[src/rtl/neuron_spike_decoder_pkg.sv]
// neuron_pkg: shared state encoding, default widths and spike-mode selectors
package neuron_pkg;
   typedef enum logic {IDLE, COUNT} state_t;
   localparam int CNT_W_DEF   = 8;
   localparam int WIN_W_DEF   = 8;
   localparam int SPIKE_LEVEL = 0;
   localparam int SPIKE_EDGE  = 1;
endpackage

[src/rtl/neuron_spike_decoder_if.sv]
// neuron_spike_decoder_if: rate result valid/ready channel toward readout logic
interface neuron_spike_decoder_if
   import neuron_pkg::*;
#(parameter int CNT_W = CNT_W_DEF);
   logic [CNT_W-1:0] out_rate;
   logic             out_sat;
   logic             out_valid;
   logic             out_ready;
   modport master (output out_rate, out_sat, out_valid, input out_ready);
   modport slave (input out_rate, out_sat, out_valid, output out_ready);
endinterface

[src/rtl/neuron_sat_counter.sv]
// neuron_sat_counter: saturating counter exposing its next value and sticky overflow flag
module neuron_sat_counter
   import neuron_pkg::*;
#(parameter int W = CNT_W_DEF) (
   input  logic         clk,
   input  logic         rst_n,
   input  logic         i_clr,
   input  logic         i_inc,
   output logic [W-1:0] o_next,
   output logic         o_next_sat
);
   logic [W-1:0] r_cnt;
   logic         r_sat;
   logic         w_full;
   assign w_full     = &r_cnt;
   assign o_next     = (i_inc && !w_full) ? r_cnt + 1'b1 : r_cnt;
   assign o_next_sat = r_sat | (i_inc & w_full);
   always_ff @(posedge clk or negedge rst_n)
      if (!rst_n) begin
         r_cnt <= '0;
         r_sat <= 1'b0;
      end else if (i_clr) begin
         r_cnt <= '0;
         r_sat <= 1'b0;
      end else begin
         r_cnt <= o_next;
         r_sat <= o_next_sat;
      end
endmodule

[src/rtl/neuron_spike_decoder.sv]
// neuron_spike_decoder: counts neuron spikes over back-to-back programmable windows
// and hands each window's rate to the readout over a valid/ready channel.
module neuron_spike_decoder
   import neuron_pkg::*;
#(
   parameter int CNT_W     = CNT_W_DEF,
   parameter int WIN_W     = WIN_W_DEF,
   parameter int EDGE_MODE = SPIKE_LEVEL
) (
   input  logic                          clk,
   input  logic                          rst_n,
   input  logic                          en,
   input  logic                          clear,
   input  logic                          spike_in,
   input  logic [WIN_W-1:0]              window_len,
   neuron_spike_decoder_if.master        bus,
   output logic                          overrun
);
   state_t           r_state, w_next_state;
   logic [WIN_W-1:0] r_win_cnt, r_win_len, w_len_in;
   logic [CNT_W-1:0] r_rate, w_next;
   logic             r_prev, r_sat, r_valid, r_overrun;
   logic             w_count, w_end, w_hit, w_next_sat;
   assign w_len_in = (window_len == '0) ? WIN_W'(1) : window_len;
   assign w_hit    = (EDGE_MODE == SPIKE_EDGE) ? spike_in & ~r_prev : spike_in;
   assign w_count  = (r_state == COUNT) && en;
   assign w_end    = w_count && (r_win_cnt == r_win_len - 1'b1);
   always_comb w_next_state = en ? COUNT : IDLE;
   // Counter is held clear outside an active window so every window starts at 0.
   neuron_sat_counter #(.W(CNT_W)) u_spike_cnt (
      .clk        (clk),
      .rst_n      (rst_n),
      .i_clr      (clear | ~w_count | w_end),
      .i_inc      (w_hit),
      .o_next     (w_next),
      .o_next_sat (w_next_sat)
   );
   always_ff @(posedge clk or negedge rst_n)
      if (!rst_n) begin
         r_state   <= IDLE;
         r_win_cnt <= '0;
         r_win_len <= '0;
         r_prev    <= 1'b0;
         r_rate    <= '0;
         r_sat     <= 1'b0;
         r_valid   <= 1'b0;
         r_overrun <= 1'b0;
      end else begin
         r_state <= w_next_state;
         r_prev  <= spike_in;
         if (clear) begin
            r_win_cnt <= '0;
            r_win_len <= w_len_in;
            r_rate    <= '0;
            r_sat     <= 1'b0;
            r_valid   <= 1'b0;
            r_overrun <= 1'b0;
         end else begin
            if (r_valid && bus.out_ready) r_valid <= 1'b0;
            if (r_state == IDLE || w_end) begin
               r_win_cnt <= '0;
               r_win_len <= w_len_in;
            end else begin
               r_win_cnt <= r_win_cnt + 1'b1;
            end
            // A fresh result wins over a same-edge transfer; overwrite of an unread one is flagged.
            if (w_end) begin
               r_rate  <= w_next;
               r_sat   <= w_next_sat;
               r_valid <= 1'b1;
               if (r_valid && !bus.out_ready) r_overrun <= 1'b1;
            end
         end
      end
   assign bus.out_rate  = r_rate;
   assign bus.out_sat   = r_sat;
   assign bus.out_valid = r_valid;
   assign overrun       = r_overrun;
endmodule
[src/flat_wrapper.sv]
// flat-port wrapper written by rule: the top's interface ports become plain ports
module neuron_spike_decoder_flat import neuron_pkg::*;
#(
   parameter int CNT_W     = CNT_W_DEF,
   parameter int WIN_W     = WIN_W_DEF,
   parameter int EDGE_MODE = SPIKE_LEVEL
)
  (clk, rst_n, en, clear, spike_in, window_len, overrun, bus_out_rate, bus_out_sat, bus_out_valid, bus_out_ready);
  neuron_spike_decoder_if #(.CNT_W(CNT_W)) bus_i ();
  input  logic clk;
  input  logic rst_n;
  input  logic en;
  input  logic clear;
  input  logic spike_in;
  input  logic [WIN_W-1:0] window_len;
  output logic overrun;
  output wire logic [$bits(bus_i.out_rate)-1:0] bus_out_rate;
  output wire logic [$bits(bus_i.out_sat)-1:0] bus_out_sat;
  output wire logic [$bits(bus_i.out_valid)-1:0] bus_out_valid;
  input wire logic [$bits(bus_i.out_ready)-1:0] bus_out_ready;
  assign bus_out_rate = bus_i.out_rate;
  assign bus_out_sat = bus_i.out_sat;
  assign bus_out_valid = bus_i.out_valid;
  assign bus_i.out_ready = bus_out_ready;
  neuron_spike_decoder #(.CNT_W(CNT_W), .WIN_W(WIN_W), .EDGE_MODE(EDGE_MODE)) u_core (.clk(clk), .rst_n(rst_n), .en(en), .clear(clear), .spike_in(spike_in), .window_len(window_len), .bus(bus_i), .overrun(overrun));
endmodule
[config.mk]
export PLATFORM = sky130hd
export DESIGN_NAME = neuron_spike_decoder_flat
export DESIGN_NICKNAME = d
export VERILOG_FILES = /design/src/rtl/neuron_spike_decoder_pkg.sv /design/src/rtl/neuron_spike_decoder_if.sv /design/src/rtl/neuron_sat_counter.sv /design/src/rtl/neuron_spike_decoder.sv /design/src/flat_wrapper.sv
export SDC_FILE = /design/constraint.sdc
export NUM_CORES = 1
export LEC_CHECK = 0
export ABC_AREA = 1
export BUFFER_PORTS_ARGS = -buffer_cell sky130_fd_sc_hd__buf_2
export CELL_PAD_IN_SITES_DETAIL_PLACEMENT = 1
export CELL_PAD_IN_SITES_GLOBAL_PLACEMENT = 1
export CORE_MARGIN = 5
export CORE_UTILIZATION = 35
export DETAILED_ROUTE_END_ITERATION = 10
export PLACE_DENSITY = 0.67
export RECOVER_POWER = 100
export SETUP_SLACK_MARGIN = 0.2
export SLEW_MARGIN = 20
export SYNTH_ARGS = -nofsm -noshare
export SYNTH_HDL_FRONTEND = slang
export SYNTH_SLANG_ARGS = --single-unit
[constraint.sdc]
create_clock -name clk -period 1.6 [get_ports clk]
set_input_delay 0.24 -clock clk [delete_from_list [all_inputs] [get_ports clk]]
set_output_delay 0.24 -clock clk [all_outputs]
set_load 0.005 [all_outputs]
### After elaboration in Yosys (flattened, before gate mapping)

Cells that the tools add are included.

* add/sub/neg operators: 3
* multiplexer cells: 19
* bitwise operators: 6
* reduce and logical (&&, ||, !) cells: 15
* eq/ne operators: 1

Operators by type and width (count)
* $mux W8: 9
* $add A8 B1 Y8 const B: 2
* $mux W1: 10
* $eq A8 B8 Y1: 1
* $logic_not A8 Y1: 1
* $reduce_and A8 Y1: 1
* $sub A8 B1 Y8 const B: 1
* $reduce_bool A2 Y1: 3
* $logic_and A1 B1 Y1: 5
* $or A1 B1 Y1: 3
* $reduce_bool A3 Y1: 1
* $logic_not A1 Y1: 2
* $not A1 Y1: 2
* $reduce_and A2 Y1: 1
* $and A1 B1 Y1: 1
* $logic_or A1 B1 Y1: 1

* word-level logic and storage cells: 53
* output and inout port bits: 11
* register bits: 37
* bits of input ports: 14

### Depth between registers and ports, before layout

Gate-level depths: netlist (run 1).

* depth in word-level cells: 6
* gate-level depth with buffers: 14
* gate-level depth less buffers: 13

### Cells and area by module

Synthesis (run 1) repeated with hierarchy kept, for this count alone.

* cells, all modules: 281
* area, all modules: 2107.0 um^2

By module, submodules not included
* neuron_spike_decoder: times used 1, sequential area each 700.7 um^2, cells each 198, area an instance 1516.5 um^2
* neuron_sat_counter: times used 1, sequential area each 225.2 um^2, cells each 83, area an instance 590.6 um^2

### Worst setup path before layout (run 1)

Ideal clock, no wire load.

* kind: register -> register
* start point: register u_core.r_win_len[0]
* end point: register u_core.r_sat, in the netlist u_core.bus.out_sat
* buffers on the path: 1
* period minus slack after synthesis: 1.728 ns
* required time: 1.478 ns
* setup time: 0.122 ns
* arrival: 1.606 ns
* setup slack: -0.128 ns
* stages on the path, launching flop included: 13
* path through: dfrtp_1 -> inv_2 -> ha_1 -> inv_1 -> nand2_1 -> nand3b_1 -> nand2_1 -> nand3_2 -> nor2_4 -> nand2_4 -> buf_4 -> nand3_1 -> o21ai_1

* word-level cells in the longest chain between the ends: 4

RTL lines
* start: declaration: RTL line neuron_spike_decoder.sv:20 `logic [WIN_W-1:0] r_win_cnt, r_win_len, w_len_in;`
* start signal: assignment: RTL line neuron_spike_decoder.sv:53 `r_win_len <= w_len_in;`
* start signal: assignment: RTL line neuron_spike_decoder.sv:62 `r_win_len <= w_len_in;`
* $sub A8 B1 Y8: RTL line neuron_spike_decoder.sv:27 `assign w_end = w_count && (r_win_cnt == r_win_len - 1'b1);`
* $eq A8 B8 Y1: RTL line neuron_spike_decoder.sv:27
* $logic_and A1 B1 Y1: RTL line neuron_spike_decoder.sv:27
* $reduce_bool A2 Y1 (no source line)
* end signal: assignment: RTL line neuron_spike_decoder.sv:69 `r_sat <= w_next_sat;`
* end: declaration: RTL line neuron_spike_decoder.sv:22 `logic r_prev, r_sat, r_valid, r_overrun;`

Every way passes these cells.
A chain may end at the register's enable or synchronous reset.

### Worst setup path after layout (run 1)

* start point: register u_core.r_win_len[1]
* end point: register u_core.r_win_len[0]

* word-level cells in the longest chain between the ends: 5

RTL lines
* $sub A8 B1 Y8: RTL line neuron_spike_decoder.sv:27
* $eq A8 B8 Y1: RTL line neuron_spike_decoder.sv:27
* $logic_and A1 B1 Y1: RTL line neuron_spike_decoder.sv:27
* $logic_or A1 B1 Y1: RTL line neuron_spike_decoder.sv:60 `if (r_state == IDLE || w_end) begin`
* $reduce_bool A2 Y1 (no source line)

Every way passes these cells.

==> results by group, run 1 <==
Outcome
  • Outcome: finished, violations left
  • Violations in the final reports: setup timing

Worst setup path
  • Critical Path AT: 1.99 ns
  • Crit Path Max Fanout: 6
  • Crit Path Class: register to register
  • Worst Path Required: 1.79 ns
  • CP startpoint kind: register
  • R2R setup slack: -0.20 ns
  • Crit end category: register

Place
  • Total placed cells including tap cells: 380
  • Routability Congestion: 0.814
  • HPWL Detailed: 4440 um
  • Area after DPL: 2510 um^2
  • Port-buffer cells: 24

Die
  • Die height: a little under 90 um
  • Initial core utilization: 35.5%
  • Die span in x: roughly 87 um
  • Die area: 7570 um^2
  • Rows: 28
  • # IOs: 25
  • Core area: slightly below 6000 um^2

Power and ir drop
  • PwrDens: 732 nW/um^2
  • Peak VDD IR: 0.000511 V
  • LEAKAGE: 1.34 nW

Synth
  • #FFs+latches synth: 37
  • Synth cell types: 29
  • Sequential fraction of the synthesis area: between 40% and 50%
  • Syn Inst Count: around 260
  • Avg Cell Area, Syn: ~8.1 um^2
  • Synth warnings: 0
  • Syn Nets: approximately 270
  • Syn Std Cell Area: 2070 um^2

Final layout
  • Area of the multi-input gates: 1180 um^2
  • Fill cell count: about 730
  • Fraction of final layout cells sized beyond drive strength 1: 34.2%
  • Area added between synthesis and finish: 35.9%
  • Layout Nets: around 340
  • Post-Layout Inst Area: 2820 um^2
  • Non-filler cells, final: 394
  • ANT cells: 0
  • Register area: 930 um^2

Global routing
  • GR Overflow Total: 0
  • Number of global-route vias before repair: 2,141
  • Initial antenna violation count: 0
  • First-pass GRT wire length: approximately 10,000 um
  • Gr usage total: 17.8%
  • Largest net degree at the start of global routing: 38

CTS
  • Maximum clock path buffer count: 2
  • Clk_lat worst skew: about 0.3 ns
  • Sink Count: 37
  • Cts bufs inserted: 5
  • Root Buffer: clkbuf_8
  • Clock H-tree levels: 2
  • TritonCTS clock tree: yes
  • CTS clk-pin slew, worst paths: ~0.08 ns

Detailed routing
  • Final wirelength: ~6200 um
  • Vias per inst: 4.95
  • Number of iterations in the first detailed-routing pass: 4
  • DR vias: between 1,500 and 2,000
  • Antenna-violating nets left: 0
  • DR WL/cell: 15.7 um
  • Initial DRC Count: 60
  • Drt drc: 0

Timing
  • Worst Skew: between 0.008 and 0.009 ns
  • Final worst slack: -0.197 ns
  • Min Clock Period, post-route: around 1.8 ns
  • Endpoints failing setup: 36
  • RSZ-0062 raised after global routing: true
  • Final Max Tran Viols: 0
  • Final period util: 112%
  • Tightest Pin Transition: 0.951 ns
  • Fmax: 556 MHz
  • Final hold violation count: 0
  • Slew headroom: 36.6%

Flow run
  • Maxcap violations: 0

Hold path
  • Class of the worst hold path: primary input to register
==> cell usage after synthesis <==
cell type / instances / area (um^2)
nand3_1: 23 / 115
nand3_4: 1 / 17.5
nand2_4: 1 / 11.3
nand4_1: 12 / 75.1
inv_2: 1 / 3.75
xor2_1: 9 / 78.8
a21o_1: 1 / 7.51
nand2_2: 4 / 25.0
buf_1: 2 / 7.51
buf_4: 2 / 15.0
nor3_1: 5 / 25.0
o21ai_1: 8 / 40.0
nor2_2: 2 / 12.5
nand2_1: 61 / 229
nand3_2: 4 / 40.0
inv_1: 28 / 105
o21bai_2: 1 / 11.3
a21oi_1: 2 / 10.0
dfrtp_1: 37 / 926
nor4_1: 1 / 6.26
o21ai_2: 1 / 8.76
xnor2_1: 7 / 61.3
nor2_4: 3 / 33.8
buf_8: 1 / 15.0
nor3b_1: 1 / 7.51
nor2_1: 25 / 93.8
ha_1: 3 / 37.5
o21ai_0: 8 / 40.0
nand3b_1: 2 / 15.0
==> through the flow <==
stage / power [mW] / hold slack, ns / worst slack [ns] / util, % / setup TNS [ns]
final: 2.06 / 0.0589 / -0.197 / 48.2 / -5.41
after global routing: 2.17 / 0.0472 / -0.304 / 48.2 / -9.58
after CTS: 2.08 / 0.0562 / -0.149 / 47.6 / -3.90
after detailed placement: 1.33 / 0.326 / -0.221 / 43.0 / -4.73
after global placement: 1.32 / 0.329 / -0.149 / 43.0 / -3.18
after floorplan: 1.18 / -0.0556 / -0.0354 / - / -0.514
==> registers in the layout, summed over array words and instances (netlist names) <==
signal	cells
u_core.bus.out_rate	8
u_core.bus.out_sat	1
u_core.bus.out_valid	1
u_core.overrun	1
u_core.r_state	1
u_core.r_win_cnt	8
u_core.r_win_len	8
u_core.u_spike_cnt.r_cnt	8
u_core.u_spike_cnt.r_sat	1
==> critical path, stage by stage, from the launching register on <==
cell and delay, ns:
dfrtp_2 0.45, inv_2 0.08, ha_4 0.17, nand2_2 0.08
inv_1 0.07, nand2_1 0.06, nand2_2 0.09, nand3_2 0.11
nor2_4 0.13, nand2_4 0.14, buf_4 0.18, nand4_1 0.07
nand2_1 0.07
==> cell usage in the layout (no fill, tap or decap), drive strengths merged, types with 2 or more instances in the layout <==
cell type,n
nand3b,2
ha,3
dfrtp,37
nand2,66
o21ai,17
clkbuf,13
nand4,12
nand3,30
nor3,5
buf,49
xnor2,7
inv,30
xor2,9
a21oi,2
nor2,30
==> cell families (layout without fill, tap and decap cells) <==
logic type | Yosys count | in the layout | share of synthesized area (%)
compound gates | 21 | 21 | 5.67
xor+xnor | 16 | 16 | 6.76
fa+ha+maj | 3 | 3 | 1.81
buf+inv | 34 | 95 | 7.06
flops | 37 | 37 | 44.6
simple gates | 145 | 147 | 34.1
==> cell type report <==
| class | count | share of cell area, % |
|---|---|---|
| Sequential cell | 37 | 33.0 |
| Clock buffer | 5 | 2.44 |
| Clock inverter | 3 | 0.755 |
| Tap cell | 75 | 3.33 |
| Multi-Input combinational cell | 187 | 41.8 |
| Inverter | 29 | 3.86 |
| Timing Repair Buffer | 58 | 14.8 |
==> per-layer routing <==
layer  wire [um]  share of wire (%)  GRT usage (%)  vias to the layer above
met2        3260                 53           31.4                       17
met3         150                2.4           3.31                        6
met5           0                  0              0                        -
li1            -                  -              -                      961
met4          63                1.0           4.67                        0
met1        2700                 44           22.3                      965
==> report_power, final <==
group / switching, mW / internal, mW / leakage [nW]
Combinational: 0.222 / 0.159 / 0.802
Clock: 0.383 / 0.309 / 0.0445
Sequential: 0.0320 / 0.959 / 0.493
==> timing repair <==
| item | CTS | global route |
|---|---|---|
| hold buffers | 1 | 0 |
| endpoints found under the hold margin | 6 | 0 |
| gates resized for setup | 28 | 12 |
| gates cloned | 3 | 0 |
| pin swaps | 14 | 3 |
| buffers inserted | 2 | 0 |
| endpoints found under the setup margin | 36 | 36 |
==> path summary, 6_finish.rpt <==
kind	from	to	depth (start not counted)
min in group asynchronous	rst_n	u_core.r_win_cnt[5]	3
hold / removal	en	u_core.r_state	1
setup / recovery	u_core.r_win_len[1]	u_core.r_win_len[0]	12
setup reg to reg	u_core.r_win_len[1]	u_core.r_win_len[0]	12
hold reg to reg	u_core.overrun	u_core.overrun	2
max in group asynchronous	rst_n	u_core.r_win_len[3]	3
Note: power is estimated with default switching activity, not from simulation.
==> run 2: changes to the inputs <==
--- a/config.mk
+++ b/config.mk
@@ -9,10 +9,12 @@
 export BUFFER_PORTS_ARGS = -buffer_cell sky130_fd_sc_hd__buf_2
 export CELL_PAD_IN_SITES_DETAIL_PLACEMENT = 1
 export CELL_PAD_IN_SITES_GLOBAL_PLACEMENT = 1
+export CORE_ASPECT_RATIO = 1.2
 export CORE_MARGIN = 5
 export CORE_UTILIZATION = 35
 export DETAILED_ROUTE_END_ITERATION = 10
-export PLACE_DENSITY = 0.67
+export MAX_ROUTING_LAYER = met4
+export PLACE_DENSITY = 0.64
 export RECOVER_POWER = 100
 export SETUP_SLACK_MARGIN = 0.2
 export SLEW_MARGIN = 20
==> constraint.sdc (replaced) <==
create_clock -name clk -period 2.1 [get_ports clk]
set_input_delay 0.315 -clock clk [delete_from_list [all_inputs] [get_ports clk]]
set_output_delay 0.315 -clock clk [all_outputs]
set_load 0.005 [all_outputs]
==> run 2 against run 1 <==
  * The run now ends clean
  * Routed wire length fell by 11%
  * Global-route usage fell by 1.4 points
  * Die area barely moved
  * Via count fell by 6.4%
  * Fmax fell by 2.6%
  * Utilization fell by 3.9 points
  * Power fell by 21%
  * Non-clock buffer count fell by 24
  * Largest cell class unchanged
==> results by group, run 2 (same netlist as run 1, synthesis figures left out) <==
Detailed routing
  • DR WL/cell: 14.7 um (-6.2%)
  • DR vias: 1,824 (-6.4%)
  • Drt drc: 0 (unchanged)
  • Antenna-violating nets left: 0 (unchanged)
  • Uppermost layer routed: met4
  • Metal-1 WL: 2400 um (-11%)
  • Met2 wire len: 2900 um (-11%)
  • Vias per inst: 4.85 (-1.9%)
  • WL met3: 96 um (-36%)
  • Final wirelength: 5520 um (-11%)
  • Initial DRC Count: 56 (-6.7%)
  • Number of iterations in the first detailed-routing pass: 4 (unchanged)

Worst setup path
  • CP startpoint kind: register
  • Buffers plus inverters on the worst setup path: 3 (unchanged)
  • Crit Path Max Fanout: 10 (+4)
  • CP Cell Sequence: inv_2 > ha_4 > buf_4 > nand4_1 > nand3_1 > nand2_1 > nor2_1 > buf_12 > nand3_4 > o21ai_0
  • Critical Path AT: 2.06 ns (+0.07 ns)
  • Crit Path Class: register to register
  • Crit-path leading delay family: simple AND/OR/NAND/NOR gates
  • Total number of cells along the worst setup path: 10 (-2)
  • Worst Path Required: 2.31 ns (+0.52 ns)
  • Reg-to-Reg Start: u_core.r_win_len[1]
  • Reg-to-reg endpoint: u_core.bus.out_rate[1]
  • Crit-path max cell delay: 0.45 ns (about the same)
  • R2R setup slack: 0.25 ns (+0.45 ns)
  • Worst reg2reg path depth: 10 (-2)
  • Slowest stage cell on the critical path: dfrtp_1
  • Crit end category: register

Timing
  • Final hold violation count: 0 (unchanged)
  • Final worst slack: 0.254 ns (+0.451 ns)
  • Endpoints failing setup: 0 (-100%)
  • Worst Skew: 0.00934 ns (+0.00118 ns)
  • Slew headroom: 39.0% (+2.4 points)
  • Fmax: 542 MHz (-2.6%)
  • Min Clock Period, post-route: 1.85 ns (+0.0485 ns)
  • Final TNS setup: 0 ns (+5.41 ns)
  • RSZ-0062 raised after global routing: true
  • Final Max Tran Viols: 0 (unchanged)
  • Worst hold margin: 0.147 ns (+0.0878 ns)
  • Final period util: 87.9% (-24 points)
  • Tightest Pin Transition: 0.916 ns (-0.0355 ns)

Global routing
  • First-pass GRT wire length: 9300 um (-11%)
  • GR Overflow Total: 0 (unchanged)
  • Largest net degree at the start of global routing: 38 (unchanged)
  • Initial antenna violation count: 0 (unchanged)
  • Gr usage total: 16.4% (-1.4 points)
  • Number of global-route vias before repair: 1,937 (-9.5%)

Place
  • Area after DPL: 2280 um^2 (-9.3%)
  • Worst setup slack after placement: 0.0890 ns (+0.310 ns)
  • HPWL Detailed: 3910 um (-12%)
  • Routability Congestion: 0.772 (-5.3%)
  • Port-buffer cells: 24 (unchanged)
  • Total placed cells including tap cells: 358 (-5.8%)

Final layout
  • ANT cells: 0 (unchanged)
  • Fraction of final layout cells sized beyond drive strength 1: 18.6% (-16 points)
  • Fill cell count: 725 (-0.28%)
  • Post-Layout Inst Area: 2530 um^2 (-10%)
  • Final Util: 44.3% (-3.9 points)
  • Commonest non-fill, non-tap cells in the layout: nand2_1, dfrtp_1, inv_1, nor2_1, nand3_1
  • Area added between synthesis and finish: 21.8%
  • Non-filler cells, final: 376 (-4.6%)
  • Commonest non-fill, non-tap cell in the layout: nand2_1
  • Layout Nets: 312 (-6.9%)

CTS
  • TritonCTS clock tree: yes
  • Sink Count: 37 (unchanged)
  • Maximum clock path buffer count: 2 (unchanged)
  • CTS clk-pin slew, worst paths: 0.08 ns (about the same)
  • Cts bufs inserted: 5 (unchanged)
  • Root Buffer: clkbuf_8
  • Clk_lat worst skew: 0.29 ns (about the same)
  • Clock H-tree levels: 2 (unchanged)

Die
  • Core area: 5710 um^2 (-2.5%)
  • Die height: 94.3 um (+8.4%)
  • Die area: 7570 um^2 (about the same)
  • Rows: 30 (+7.1%)
  • Die span in x: 80.3 um (-7.7%)
  • Initial core utilization: 36.4% (+0.90 points)
  • # IOs: 25 (unchanged)

Flow run
  • Maxcap violations: 0 (unchanged)

Outcome
  • Outcome: complete, no violations

Power and ir drop
  • Overall power: 1.64 mW (-21%)
  • LEAKAGE: 1.20 nW (-11%)
  • PwrDens: 647 nW/um^2 (-12%)
  • Peak VDD IR: 0.000424 V (-17%)

Hold path
  • Class of the worst hold path: primary input to async pin
run 2: cell count changes in the layout (fill, tap and decap cells not counted), sizes merged:
cell,previous run,this run
dlygate4sd3,1,0
nand3,30,29
buf,49,22
nand2,66,68
clkbuf,13,18
bufinv,0,1
inv,30,29
clkinv,1,0
run 2: report_power, final:
part / total [mW] / internal [mW] / switching (mW) / leakage [nW]
Clock: 0.648 / 0.386 / 0.262 / 0.0574
Sequential: 0.761 / 0.731 / 0.0303 / 0.493
Combinational: 0.226 / 0.0910 / 0.135 / 0.645
Total: 1.64 / 1.21 / 0.427 / 1.20
run 2: layout make-up:
type / count / area, um^2 / share of cell area, %
Timing Repair Buffer: 34 / 193 / 7.62
Clock inverter: 2 / 37.5 / 1.49
Tap cell: 80 / 100 / 3.96
Clock buffer: 6 / 82.6 / 3.27
Multi-Input combinational cell: 188 / 1080 / 42.6
Inverter: 29 / 109 / 4.31
Sequential cell: 37 / 930 / 36.8
run 2: routing by layer:
metal,GRT usage [%],vias to the layer above
li1,-,907
met1,19.5,885
met2,27.6,22
met3,2.67,10
met4,6.76,0
met5,-,-
run 2: how the worst max path moves through the flow:
stage / from / to / slack (ns)
6_report: u_core.r_win_len[1] / u_core.bus.out_rate[1] / 0.25
3_3_place_gp: u_core.r_win_len[0] / u_core.r_win_len[4] / 0.15
3_5_place_dp: u_core.r_win_len[0] / u_core.r_win_len[5] / 0.09
5_1_grt: u_core.r_win_len[1] / u_core.bus.out_rate[5] / 0.09
4_1_cts: u_core.r_win_len[0] / u_core.r_win_len[5] / 0.21
2_1_floorplan: u_core.r_win_len[0] / u_core.bus.out_sat / 0.37
run 2: worst reg2reg max path: stages, from the launching register on:
cell     delay, ns
dfrtp_1       0.45
inv_2         0.10
ha_4          0.16
buf_4         0.11
nand4_1       0.09
nand3_1       0.10
nand2_1       0.08
nor2_1        0.19
buf_12        0.17
nand3_4       0.13
o21ai_0       0.20
run 2: what timing repair did:
action	4_1_cts	5_1_grt
gates cloned	3	0
pin swaps	3	5
resized for setup	4	15
endpoints found under the setup margin	25	30
buffers inserted	4	3
hold buffers	0	0
